==> src/rtl/fifo_pkg.sv <==
// Shared types and helpers for the FIFO read-side stream path.
package fifo_pkg;

    localparam int PREFETCH_D = 3;

    typedef logic [1:0] occ_t;

    function automatic int cnt_w(input int n);
        return (n <= 2) ? 1 : $clog2(n);
    endfunction

endpackage

==> src/rtl/fifo_prefetch_buf.sv <==
// Three-entry circular register buffer feeding the output stream.
module fifo_prefetch_buf
    import fifo_pkg::*;
#(
    parameter int DATA_W = 16
) (
    input  logic              clk,
    input  logic              rst_n,
    input  logic              push,
    input  logic [DATA_W-1:0] push_data,
    input  logic              pop,
    input  logic              clr,
    output logic [DATA_W-1:0] head_data,
    output occ_t              occ
);

    localparam occ_t LAST_IDX = occ_t'(PREFETCH_D - 1);

    logic [DATA_W-1:0] mem_q [PREFETCH_D];
    occ_t              head_q, tail_q, occ_q;
    logic              do_pop;

    assign do_pop    = pop && (occ_q != '0);
    assign head_data = mem_q[head_q];
    assign occ       = occ_q;

    always_ff @(posedge clk or negedge rst_n) begin
        if (!rst_n) begin
            for (int i = 0; i < PREFETCH_D; i++) mem_q[i] <= '0;
            head_q <= '0;
            tail_q <= '0;
            occ_q  <= '0;
        end else if (clr) begin
            head_q <= '0;
            tail_q <= '0;
            occ_q  <= '0;
        end else begin
            if (push) begin
                mem_q[tail_q] <= push_data;
                tail_q <= (tail_q == LAST_IDX) ? '0 : tail_q + 2'd1;
            end
            if (do_pop)
                head_q <= (head_q == LAST_IDX) ? '0 : head_q + 2'd1;
            unique case ({push, do_pop})
                2'b10:   occ_q <= occ_q + 2'd1;
                2'b01:   occ_q <= occ_q - 2'd1;
                default: occ_q <= occ_q;
            endcase
        end
    end

endmodule

==> src/rtl/fifo_stream_rd.sv <==
// Drains the async FIFO read port into a framed valid/ready stream.
module fifo_stream_rd
    import fifo_pkg::*;
#(
    parameter int DATA_W  = 16,
    parameter int PKT_LEN = 8
) (
    input  logic              rd_clk,
    input  logic              rst_n,
    input  logic              fifo_empty,
    output logic              fifo_rd_en,
    input  logic [DATA_W-1:0] fifo_rd_data,
    input  logic              clr,
    output logic              m_valid,
    input  logic              m_ready,
    output logic [DATA_W-1:0] m_data,
    output logic              m_last,
    output logic [1:0]        buf_level
);

    localparam int          CW   = cnt_w(PKT_LEN);
    localparam logic [CW-1:0] LAST = CW'(PKT_LEN - 1);

    logic          infl_q;
    logic [CW-1:0] beat_q, beat_d;
    occ_t          occ;
    logic [2:0]    pend;
    logic          hs, push;

    // Issue only from registered state so m_ready never reaches rd_en.
    assign pend       = {1'b0, occ} + {2'b0, infl_q};
    assign fifo_rd_en = rst_n && !fifo_empty && !clr
                        && (pend < 3'(PREFETCH_D));
    assign push       = infl_q && !clr;
    assign m_valid    = (occ != '0);
    assign hs         = m_valid && m_ready;
    assign m_last     = m_valid && (beat_q == LAST);
    assign buf_level  = occ;

    always_comb begin
        beat_d = beat_q;
        if (clr)
            beat_d = '0;
        else if (hs)
            beat_d = (beat_q == LAST) ? '0 : beat_q + CW'(1);
    end

    always_ff @(posedge rd_clk or negedge rst_n) begin
        if (!rst_n) begin
            infl_q <= 1'b0;
            beat_q <= '0;
        end else begin
            infl_q <= fifo_rd_en;
            beat_q <= beat_d;
        end
    end

    fifo_prefetch_buf #(.DATA_W(DATA_W)) u_buf (
        .clk       (rd_clk),
        .rst_n     (rst_n),
        .push      (push),
        .push_data (fifo_rd_data),
        .pop       (hs),
        .clr       (clr),
        .head_data (m_data),
        .occ       (occ)
    );

    always @(posedge rd_clk) begin
        if (rst_n) begin
            assert (pend <= 3'(PREFETCH_D));
            assert (!(push && !hs && occ == 2'd3));
        end
    end

endmodule

==> config.mk <==
export PLATFORM = sky130hd
export DESIGN_NAME = fifo_stream_rd
export DESIGN_NICKNAME = d
export VERILOG_FILES = /design/src/rtl/fifo_pkg.sv /design/src/rtl/fifo_prefetch_buf.sv /design/src/rtl/fifo_stream_rd.sv
export SDC_FILE = /design/constraint.sdc
export NUM_CORES = 1
export LEC_CHECK = 0
export CAP_MARGIN = 10
export CORE_ASPECT_RATIO = 0.5
export CORE_MARGIN = 2
export CORE_UTILIZATION = 35
export CTS_BUF_LIST = sky130_fd_sc_hd__clkbuf_8
export DETAILED_ROUTE_END_ITERATION = 8
export PLACE_DENSITY = 0.66
export SLEW_MARGIN = 10
export SYNTH_ARGS = -nofsm -noshare
export SYNTH_HDL_FRONTEND = slang
export SYNTH_HIERARCHICAL = 1
export SYNTH_SLANG_ARGS = --single-unit
==> constraint.sdc <==
create_clock -name rd_clk -period 2 [get_ports rd_clk]
set_clock_uncertainty 0.2 [all_clocks]
set_input_delay 0.4 -clock rd_clk [delete_from_list [all_inputs] [get_ports rd_clk]]
set_output_delay 0.4 -clock rd_clk [all_outputs]
set_load 0.03 [all_outputs]
==> impl_metrics.json, run 1 <==
{
  "synthXorXnorAreaFrac": 0,
  "setup.worst_path.class": "register to primary output",
  "power_leakage_uw": 0.001802,
  "wire_per_inst_um": 15.93,
  "hold_path_class": "input pin to asynchronous set/reset pin",
  "start_util": 0.3668,
  "n_antenna_cell": 0,
  "synth.distinct_cells": 33,
  "cts_buffers": 9,
  "cp_common_cell": "ha_4",
  "drcViolationCount": 0,
  "synthTopCellsByArea": "dfrtp_1 53%, mux2_2 20%, mux2i_1 7.0%, o21ai_0 3.1%, nand2_1 2.5%",
  "nets": 306,
  "synth_compound_area_frac": 0.04819,
  "async_flop_share": 1.000,
  "htreeDepth": 3,
  "ios": 42,
  "via_per_inst": 4.911,
  "yosysTopAreaCellShare": 0.5324,
  "ant_nets": 0,
  "setup_viol": 17,
  "critPathBufInv": 1,
  "slowest_delay_ns": 0.49,
  "syn_to_final_growth_pct": 43.46,
  "yosys_register_bits": 58,
  "powerDensity_mw_per_mm2": 775.9,
  "synth.largest_area_cell": "dfrtp_1",
  "grt_usage": 0.1500,
  "slew_viol_final": 0,
  "worstPathMaxFanout": 3,
  "tightest_slew_ns": 0.7355,
  "clk_latency_ns": 0.32,
  "r2r_cells": 7,
  "dp.cells": 359,
  "portBuffers": 41,
  "regToRegSetupSlack_ns": 0.05,
  "routed-via-count": 1871,
  "cts.clk_slew.worst_paths_ns": 0.06,
  "synthAdderAreaFrac": 0.01836,
  "dp_hpwl_um": 3913,
  "cts_root_buffer": "clkbuf_8",
  "antenna_found_initial": 0,
  "status": "finished with violations",
  "die_y_um": 66.41,
  "gr-total-overflow": 0,
  "fin_crit_sh": 1.224,
  "grt_setup_unrepaired": "true",
  "synth.most_common_cell": "dfrtp_1",
  "slowest_stage": "or4b_4",
  "r2r-end": "u_buf/occ[1]$_DFFE_PN0P_",
  "grt_pass1_vias": 2041,
  "finalNonFillerCells": 381,
  "drv_cap": 0,
  "place.gp.congestion": 0.6709,
  "die_area_mm2": 0.008555,
  "first_pass_iters": 4,
  "tns_ns": -0.9244,
  "synthSimpleGateAreaFrac": 0.1101,
  "worstSetupStartpointType": "register",
  "reg2reg_from": "u_buf/occ[0]$_DFFE_PN0P_",
  "vdd_ir_drop_max_uv": 329.1,
  "routed_wl_um": 6068,
  "fin_crit_ns": 2.447,
  "hold_viol_final": 0,
  "syn-mean-instance-area_um2": 13.04,
  "crit_path_end_kind": "primary output",
  "fp.dieW_um": 128.8,
  "drt_iter0_drc": 74,
  "ys_seq_area_frac": 0.5324,
  "syn_nets": 234,
  "grt_pass1_wl_um": 9756,
  "cts_tree": "built",
  "synth_edf_count": 0,
  "path_cells": "ha_4 > ha_4 > or4b_4 > a21oi_4 > buf_6",
  "crit_start": "u_buf/occ[0]$_DFFE_PN0P_",
  "crit_cells": 5,
  "synth_top_family_by_area": "multiplexers",
  "slew-limit-headroom": 0.5097,
  "finalWorstSetupSlack_ns": -0.4474,
  "synthCells": 209,
  "max_freq_mhz": 408.6,
  "cts_hold_buf": 0,
  "yosys_most_used_dff": "dfrtp_1",
  "rows": 22,
  "yosysWarnings": 6,
  "cp.required_ns": 1.40,
  "clock_sinks": 58,
  "crit_arrival_ns": 1.85,
  "violations": "negative setup slack",
  "path_delay_family": "simple AND/OR/NAND/NOR gates",
  "drive_above_1_share": 0.5895,
  "synth.cell_area_mm2": 0.002726,
  "grt_max_degree": 59,
  "clk_path_buf_depth": 2,
  "synth_mux_area_frac": 0.2721,
  "core_area_mm2": 0.007432,
  "ys_top_cells_by_count": "58 x dfrtp_1, 49 x mux2_2, 19 x mux2i_1",
  "endpoint": "fifo_rd_en"
}
==> worst min-delay path by stage <==
stage,startpoint,end,slack [ns],cells after the start
final,rst_n,u_buf/occ[1]$_DFFE_PN0P_,0.02,2
after global routing,rst_n,u_buf/occ[1]$_DFFE_PN0P_,0.08,2
after CTS,rst_n,u_buf/mem_q[16]$_DFFE_PN0P_,0.05,2
after detailed placement,u_buf/mem_q[36]$_DFFE_PN0P_,u_buf/mem_q[36]$_DFFE_PN0P_,0.30,1
after global placement,u_buf/mem_q[41]$_DFFE_PN0P_,u_buf/mem_q[41]$_DFFE_PN0P_,0.29,1
after floorplan,rst_n,beat_q[0]$_DFFE_PN0P_,-0.1,0
==> area by class of cell <==
| cell class | instances | area (um^2) |
|---|---|---|
| Sequential cell | 58 | 1454 |
| Tap cell | 96 | 120.1 |
| Clock buffer | 9 | 123.9 |
| Timing Repair Buffer | 69 | 730.7 |
| Multi-Input combinational cell | 143 | 1424 |
| Clock inverter | 6 | 58.81 |
| Fill cell | 626 | 3521 |
==> metrics by stage <==
stage	worst slack [ns]	power (uW)	hold slack (ns)	utilization	area (um^2)
after floorplan	-0.1614	1697	-0.09559	-	2788
after global placement	-0.3029	1930	0.2884	0.4594	3415
after detailed placement	-0.3351	1951	0.2952	0.4594	3415
after CTS	-0.4748	3022	0.05361	0.5034	3741
after global routing	-0.5253	3176	0.07888	0.5263	3911
final	-0.4474	3035	0.02363	0.5263	3911
==> cells by family after synthesis <==
kind of cell               after synthesis
and+or+nand+nor                         46
adders and majority gates                4
buffers and inverters                    8
DFF                                     58
muxes                                   68
AOI/OAI and AO/OA                       25
==> registers in the layout, indices dropped and copies added (netlist names) <==
register	count
beat_q	3
u_buf/occ	2
u_buf/tail_q	2
infl_q	1
u_buf/mem_q	48
u_buf/head_q	2
==> power by group <==
part,total [uW],leakage [uW],internal (uW),switching [uW]
registers,1330,0.000777,1270,59.5
clock network,1010,0.0000986,561,446
logic,698,0.000926,349,349
total,3030,0.00180,2180,855
==> per-layer routing <==
metal	up-vias	GRT usage	share of wire
li1	894	-	-
met1	941	0.1777	0.46
met2	32	0.2646	0.50
met3	4	0.04369	0.030
met4	0	0.05027	0.0059
met5	-	0	0
==> worst register-to-register path, stage by stage, from the launching register on <==
cell,delay [ns]
dfrtp_2,0.43
buf_4,0.15
buf_4,0.14
o21a_1,0.19
buf_4,0.16
nor2b_1,0.28
nor2_1,0.08
nor4_1,0.23
==> placed cells by master, fill, tap and decap left out, types with 2 or more instances in the layout <==
cell type	Yosys	final
ha_2	0	2
dfrtp_2	0	2
clkbuf_8	0	9
mux2_2	49	49
nor2_1	4	4
mux2i_1	19	13
nand2_4	0	4
nor3b_4	2	2
nand2_2	0	11
a21oi_1	5	4
clkdlybuf4s50_1	0	18
nand2b_1	2	2
mux2i_2	0	5
buf_6	2	24
buf_12	0	4
ha_4	0	2
o21ai_2	0	14
clkinv_2	0	4
dlygate4sd2_1	0	2
buf_2	2	2
nand2b_2	4	4
o21ai_0	17	2
buf_4	1	16
dfrtp_1	58	56
nand2_1	18	3
==> timing repair <==
action | CTS | global route
resized for setup | 51 | 47
endpoints found under the setup margin | 20 | 49
cloned | 1 | 1
buffers inserted | 5 | 2
pin swaps | 2 | 15
Note: power is estimated with default switching activity, not from simulation.
==> inputs of run 2 (changes only) <==
CAP_MARGIN = 20   (was 10)
CORE_UTILIZATION = 50   (was 35)
PLACE_DENSITY = 0.85   (was 0.66)
==> impl_metrics.json, run 2 (synthesis gave the netlist of run 1 again) <==
{
  "setup.worst_path.class": "register to primary output",
  "cts_root_buffer": "clkbuf_8",
  "die_area_mm2": 0.006095,
  "hold_slack_ns": 0.002012,
  "worstPathMaxFanout": 3,
  "reg_top3": "u_buf/mem_q x48, beat_q x3",
  "placed_cell_area_mm2": 0.003387,
  "crit_path_end_kind": "primary output",
  "drcViolationCount": 0,
  "clk_latency_ns": 0.35,
  "slew-limit-headroom": 0.5166,
  "cts.clk_slew.worst_paths_ns": 0.07,
  "multi_input_area_mm2": 0.001474,
  "nets": 309,
  "hold_viol_final": 0,
  "max_freq_mhz": 404.6,
  "place.gp.congestion": 0.7478,
  "powerDensity_mw_per_mm2": 861.8,
  "drt_iter0_drc": 116,
  "largest_register_ffs": 48,
  "power_leakage_uw": 0.001832,
  "final_common_cell": "dfrtp_1",
  "drive_above_1_share": 0.5952,
  "top_register": "u_buf/mem_q",
  "slew_viol_final": 0,
  "layout_common_cells": "56 x dfrtp_1, 49 x mux2_2, 26 x buf_4",
  "ant_nets": 0,
  "routed_wl_um": 7853,
  "violations": "negative setup slack",
  "tns_ns": -3.103,
  "cts_buffers": 9,
  "ios": 42,
  "rows": 18,
  "fp.dieW_um": 108.4,
  "cts_hold_buf": 0,
  "worstSetupStartpointType": "register",
  "wire_per_inst_um": 21.87,
  "gr-total-overflow": 0,
  "grt_usage": 0.2644,
  "grt_pass1_vias": 2210,
  "routed-via-count": 2050,
  "finalNonFillerCells": 359,
  "start_util": 0.5356,
  "htreeDepth": 3,
  "hold_path_class": "input pin to asynchronous set/reset pin",
  "syn_to_final_growth_pct": 45.39,
  "dp.cells": 337,
  "grt_max_degree": 59,
  "crit_arrival_ns": 1.87,
  "cp.required_ns": 1.40,
  "fillers": 266,
  "r2r_cells": 7,
  "dp_hpwl_um": 4134,
  "clock_sinks": 58,
  "n_antenna_cell": 0,
  "clk_path_buf_depth": 2,
  "antenna_found_initial": 0,
  "fin_crit_sh": 1.236,
  "die_y_um": 56.22,
  "tightest_slew_ns": 0.7251,
  "grt_pass1_wl_um": 11770,
  "vdd_ir_drop_max_uv": 482.2,
  "layout.area.seq_mm2": 0.001454,
  "core_area_mm2": 0.005090,
  "setup_viol": 18,
  "fin_crit_ns": 2.472,
  "cts_tree": "built",
  "finalWorstSetupSlack_ns": -0.4717,
  "grt_setup_unrepaired": "true",
  "via_per_inst": 5.710,
  "drv_cap": 0,
  "portBuffers": 41,
  "status": "finished with violations",
  "first_pass_iters": 4,
  "design_area_mm2": 0.003964
}
-- run 2: cell types whose count changed in the layout (fill, tap and decap cells not counted), sizes merged --
cell / before / now
dlygate4sd2: 2 / 1
buf: 47 / 51
bufinv: 1 / 3
clkinv: 5 / 4
-- run 2: stage by stage --
step           power [uW]    util  setup slack (ns)
2_1_floorplan        1697       -           -0.1614
3_3_place_gp         1926  0.6654           -0.2942
3_5_place_dp         1954  0.6654           -0.3548
4_1_cts              3344  0.7495           -0.4858
5_1_grt              3536  0.7788           -0.5325
6_report             3416  0.7788           -0.4717
-- run 2: layer usage --
metal  share of wire  GRT usage
met3           0.056    0.09133
met1            0.42     0.3144
met4           0.046     0.1099
met2            0.48     0.4393
met5               0          0
-- run 2: worst paths after layout --
path / startpoint / endpoint / slack (ns)
min reg2reg: u_buf/mem_q[40]$_DFFE_PN0P_ / u_buf/mem_q[40]$_DFFE_PN0P_ / 0.31
max: u_buf/occ[0]$_DFFE_PN0P_ / fifo_rd_en / -0.47
min: rst_n / u_buf/occ[1]$_DFFE_PN0P_ / 0.002
max reg2reg: u_buf/occ[0]$_DFFE_PN0P_ / u_buf/occ[0]$_DFFE_PN0P_ / -0.06
min in group rd_clk: clr / infl_q$_DFF_PN0_ / 0.18
max in group asynchronous: rst_n / u_buf/head_q[0]$_DFFE_PN0P_ / 1.08
-- run 2: timing repair --
action | CTS | global route
buffers inserted | 2 | 2
pin swaps | 11 | 4
setup endpoints to repair | 23 | 51
gates resized for setup | 64 | 31
gates cloned | 2 | 0
-- run 2: critical path, cell delays in order, from the launching register on --
cell	delay (ns)
dfrtp_2	0.44
ha_4	0.17
ha_4	0.14
or4b_4	0.49
a21oi_4	0.14
buf_6	0.14
-- run 2: area by class of cell --
class,count,area share
clock inverter,7,0.02967
clock buffer,9,0.03125
multi-input combinational,143,0.3718
timing repair buffer,72,0.1783
tap,70,0.02210
sequential,58,0.3668
-- run 2: report_power, final --
part | total (uW) | switching [uW] | internal [uW]
Combinational | 732 | 376 | 355
Sequential | 1360 | 88.2 | 1270
Clock | 1330 | 499 | 826
